--- src/rtl/count_sched_pkg.sv ---
// count_sched_pkg: shared FSM state type, default sizing constants and id-width helper for count_job_sched
package count_sched_pkg;

    typedef enum logic [1:0] {
        IDLE   = 2'd0,
        RUN    = 2'd1,
        REPORT = 2'd2
    } state_t;

    localparam int DEF_W     = 19;
    localparam int DEF_BOUND = 200;

    function automatic int id_w(input int nreq);
        return (nreq > 1) ? $clog2(nreq) : 1;
    endfunction

endpackage

--- src/rtl/rr_arbiter.sv ---
// rr_arbiter: combinational round-robin pick, searching upward from pointer+1 with wrap; pointer is held by the parent
module rr_arbiter
    import count_sched_pkg::*;
#(
    parameter int NREQ = 4,
    localparam int IW = id_w(NREQ)
) (
    input  logic [NREQ-1:0] req,
    input  logic [IW-1:0]   pointer,
    input  logic            enable,
    output logic [NREQ-1:0] grant,
    output logic [IW-1:0]   id
);

    logic [IW:0]   sum;
    logic [IW-1:0] idx;
    logic          found;

    // first requester after the pointer wins; nothing is granted while disabled
    always_comb begin
        grant = '0;
        id    = '0;
        found = 1'b0;
        sum   = '0;
        idx   = '0;
        for (int k = 1; k <= NREQ; k++) begin
            sum = {1'b0, pointer} + (IW+1)'(k);
            idx = (sum >= (IW+1)'(NREQ)) ? IW'(sum - (IW+1)'(NREQ)) : IW'(sum);
            if (enable && !found && req[idx]) begin
                found      = 1'b1;
                grant[idx] = 1'b1;
                id         = idx;
            end
        end
    end

endmodule

--- src/rtl/count_job_sched.sv ---
// count_job_sched: round-robin job scheduler sharing one bounded up-counter; COUNT_JOB_ABORT_EN adds abort/done_aborted
module count_job_sched
    import count_sched_pkg::*;
#(
    parameter int NREQ          = 4,
    parameter int W             = DEF_W,
    parameter int DEFAULT_BOUND = DEF_BOUND
) (
    input  logic                    clk,
    input  logic                    rst,
    input  logic [NREQ-1:0]         req_valid,
    input  logic [NREQ*W-1:0]       req_bound,
    output logic [NREQ-1:0]         req_ready,
    input  logic                    selector,
`ifdef COUNT_JOB_ABORT_EN
    input  logic                    abort,
    output logic                    done_aborted,
`endif
    output logic                    busy,
    output logic [id_w(NREQ)-1:0]   owner,
    output logic [W-1:0]            x,
    output logic [W-1:0]            n,
    output logic [W-1:0]            m,
    output logic                    done_valid,
    output logic [id_w(NREQ)-1:0]   done_id,
    output logic [W-1:0]            done_m,
    input  logic                    done_ready
);

    localparam int IW = id_w(NREQ);

    state_t        state, nxt;
    logic [IW-1:0] ptr, win_id;
    logic [W-1:0]  win_bound, load_bound;
    logic          accept, at_bound, abort_run;

    rr_arbiter #(.NREQ(NREQ)) u_arb (
        .req     (req_valid),
        .pointer (ptr),
        .enable  (state == IDLE),
        .grant   (req_ready),
        .id      (win_id)
    );

    assign accept     = |(req_valid & req_ready);
    assign at_bound   = x >= n;
    assign load_bound = (win_bound == '0) ? W'(DEFAULT_BOUND) : win_bound;

`ifdef COUNT_JOB_ABORT_EN
    assign abort_run = (state == RUN) && abort;
`else
    assign abort_run = 1'b0;
`endif

    // select the bound carried by the granted requester
    always_comb begin
        win_bound = '0;
        for (int i = 0; i < NREQ; i++)
            if (req_ready[i]) win_bound = req_bound[i*W +: W];
    end

    // state register
    always_ff @(posedge clk or posedge rst)
        if (rst) state <= IDLE;
        else     state <= nxt;

    // next state: grant starts a job, bound or abort ends it, consumer handshake retires it
    always_comb begin
        nxt = (state == IDLE) ? (accept ? RUN : IDLE) :
              (state == RUN)  ? ((at_bound || abort_run) ? REPORT : RUN) :
                                (done_ready ? IDLE : REPORT);
    end

    // outputs derived from state and held registers
    always_comb begin
        busy       = state != IDLE;
        done_valid = state == REPORT;
        done_id    = owner;
        done_m     = m;
    end

    // counter datapath, owner and round-robin pointer
    always_ff @(posedge clk or posedge rst)
        if (rst) begin
            x     <= '0;
            m     <= '0;
            n     <= W'(DEFAULT_BOUND);
            owner <= '0;
            ptr   <= IW'(NREQ - 1);
        end else if (accept) begin
            x     <= '0;
            m     <= '0;
            n     <= load_bound;
            owner <= win_id;
            ptr   <= win_id;
        end else if (state == RUN && !at_bound && !abort_run) begin
            x <= x + W'(1);
            if (selector) m <= x;
        end

`ifdef COUNT_JOB_ABORT_EN
    // sticky abort flag for the current job, cleared by the next grant
    always_ff @(posedge clk or posedge rst)
        if (rst)            done_aborted <= 1'b0;
        else if (accept)    done_aborted <= 1'b0;
        else if (abort_run) done_aborted <= 1'b1;
`endif

endmodule
--- config.mk ---
export PLATFORM = sky130hd
export DESIGN_NAME = count_job_sched
export DESIGN_NICKNAME = d
export VERILOG_FILES = /design/src/rtl/count_sched_pkg.sv /design/src/rtl/rr_arbiter.sv /design/src/rtl/count_job_sched.sv
export SDC_FILE = /design/constraint.sdc
export NUM_CORES = 1
export LEC_CHECK = 0
export ABC_AREA = 1
export BUFFER_PORTS_ARGS = -buffer_cell sky130_fd_sc_hd__clkbuf_2
export CAP_MARGIN = 20
export CORE_MARGIN = 2
export CORE_UTILIZATION = 35
export CTS_BUF_LIST = sky130_fd_sc_hd__clkbuf_8
export CTS_CLUSTER_DIAMETER = 50
export CTS_CLUSTER_SIZE = 30
export DETAILED_ROUTE_END_ITERATION = 8
export GPL_TIMING_DRIVEN = 0
export SETUP_SLACK_MARGIN = 0.5
export SKIP_LAST_GASP = 1
export SLEW_MARGIN = 20
export SYNTH_ARGS = -nofsm -noshare
export SYNTH_HDL_FRONTEND = slang
export SYNTH_SLANG_ARGS = --single-unit
--- constraint.sdc ---
create_clock -name clk -period 5.05 [get_ports clk]
set_clock_uncertainty 0.15 [all_clocks]
set_input_delay 0.7575 -clock clk [delete_from_list [all_inputs] [get_ports clk]]
set_output_delay 0.7575 -clock clk [all_outputs]
set_load 0.05 [all_outputs]
==> metrics <==
min cycle time layout=4.006 ns; Final ANT Viol Nets=0; Avg WL per Cell=around 15 um; Slew Viols, Final=0; Post-CTS Setup Inserts=0; via count=a little under 5,000; Design Power=around 3.6 mW; starting density of the core=0.3624; routability cong.=slightly below 0.9; EDFF count, synth=0; Yosys top cell by area=dfrtp_1; max frequency=~250 MHz; CP required=just over 4 ns; depth of the CTS H-tree=3; via density per instance=between 4 and 5; Setup crit start kind=flop; count leader, synth=nand2_1; sequential element share of the synthesized area=0.3433; total track usage=0.2100; syn avg cell area=around 7.1 um2; share of cells above drive strength 1=0.3193; hold_buf cts=0; RSZ-0062 raised after global routing=false; largest net degree at the start of global routing=36; final setup fails=0; P_leak=around 3.2 nW; ys flop type=dfrtp_1; HP Class=in2async; TritonCTS Buffers=9; drt total wl=roughly 15,000 um; CTS clk-pin slew, worst paths=0.07 ns; maximum vdd ir drop=0.0002859 V; Core Area=between 10,000 and 15,000 um2; Max Root-Sink Buffers=2; dpl hpwl=11,980 um; Die Wd=about 120 um; placed cells=between 900 and 1,000; commonest cells in the synthesized netlist=nand2_1, inv_1, dfrtp_1, nand3_1, o21ai_0; GR Overflow Total=0; DIE AREA=roughly 14,000 um2; final hold viol count=0; initial antenna violation count=0; status=completed; share of flip-flops with an asynchronous set or reset=1.000; Rel. slew slack=0.6012; clock sink total=63; Post-Syn Instances=about 650; Max Cap Violations=0; I/O pin count=170; PwrDens=around 610 nW/um2; CTS tree=yes; worst-path maximum fanout=10; # diodes=0; Worst R2R Path Depth=12; fin cells=1,005; #FFs+latches synth=63; I/O Buffers=between 150 and 200; area delta synth->final=28.03%; Synth cell types=36; top cells by area, synth=dfrtp_1, nand2_1, ha_1; TritonRoute pass-1 iters=4; Setup Total Neg Slack=0 ns; Worst-Skew Late Latency=roughly 0.35 ns; final period utilization=0.7933; clock root cell=clkbuf_8; Die H=118.8 um; CP Data Arrival Time=between 3 and 4 ns; Remaining DRCs=0; # rows=a little over 40; Synth warnings=0; Least-Margin Pin Slew=around 0.58 ns; global-route wire length before repair=about 24,000 um; Final #Nets=940; initial drt markers=240; Synth Net Count=around 760; CP Class=reg2out; crit end category=output pin; number of global-route vias before repair=~4,600; Yosys top cell area share=0.3148; CTS resizes=0; cell area after synthesis=~4600 um2
## cells in the final DEF (no fill, tap or decap), drive strengths merged, types with 11 or more instances in the layout
cell type	instances
o21ai	58
nand2	158
a21oi	49
inv	70
clkbuf	187
dfrtp	58
nand3	63
nor3	17
nand4	11
buf	40
nor2	61
ha	28
## sequential cells by signal, indices dropped and copies added (netlist names)
| register | cells |
|---|---|
| n | 19 |
| done_m | 19 |
| done_id | 2 |
| state | 2 |
| ptr | 2 |
| x | 19 |
## power by group
group	switching, mW	leakage [nW]	internal (mW)	total [mW]
Combinational	1.73	2.25	0.683	2.41
Sequential	0.103	0.842	0.624	0.727
Clock	0.203	0.114	0.265	0.468
## layout make-up
cell class | count | area (um2)
Inverter | 70 | 265.3
Fill cell | 1375 | 6819
Buffer | 45 | 290.3
Tap cell | 172 | 215.2
Sequential cell | 63 | 1583
Timing Repair Buffer | 170 | 865.8
Multi-Input combinational cell | 469 | 2475
Clock inverter | 4 | 43.79
Clock buffer | 12 | 165.2
## kinds of logic after synthesis
family	synth area share
and+or+nand+nor	0.3137
DFF	0.3433
buffers and inverters	0.1199
adders and majority gates	0.07598
xor gates and xnor gates	0.003800
AOI/OAI and AO/OA	0.1433
## metrics by stage
| stage | hold slack, ns | utilization | setup WS [ns] | cell area [um2] |
|---|---|---|---|---|
| 4_1_cts | 0.2290 | 0.4640 | 1.072 | 5903 |
| 3_3_place_gp | 0.3431 | 0.4458 | 1.451 | 5672 |
| 2_1_floorplan | 0.4543 | - | 1.960 | 4611 |
| 5_1_grt | 0.2589 | 0.4640 | 0.8330 | 5903 |
| 6_report | 0.2278 | 0.4640 | 1.044 | 5903 |
| 3_5_place_dp | 0.3541 | 0.4476 | 1.472 | 5694 |
## per-layer routing
metal / vias to the layer above / GRT usage / wire length (um)
met5: - / 0 / 0
met4: 0 / 0.07366 / 308
met3: 30 / 0.04054 / 1057
met2: 195 / 0.3513 / 6776
met1: 2105 / 0.2696 / 6537
li1: 2482 / - / -
## worst max-delay path: stages, from the launching register on
cell      delay, ns
dfstp_2        0.67
inv_2          0.16
ha_1           0.41
inv_1          0.12
nand3_1        0.08
and2_4         0.16
nor2_2         0.15
nand2_1        0.13
clkinv_1       0.07
nand2_1        0.06
nand2_2        0.18
buf_2          0.25
clkbuf_2       0.31
## path summary, 6_finish.rpt
kind                                         start  slack, ns                    end
worst max-delay path            ptr[0]$_DFFE_PP1P_       1.04           req_ready[3]
worst min-delay path                           rst       0.23  done_m[1]$_DFFE_PP0P_
worst max register to register   x[12]$_DFFE_PP0P_       1.49       x[5]$_DFFE_PP0P_
worst min register to register   n[12]$_DFFE_PP0P_       0.37      n[12]$_DFFE_PP0P_
max in group asynchronous                      rst       4.01      n[12]$_DFFE_PP0P_
min in group clk                 n[12]$_DFFE_PP0P_       0.37      n[12]$_DFFE_PP0P_
Note: power is estimated with default switching activity, not from simulation.
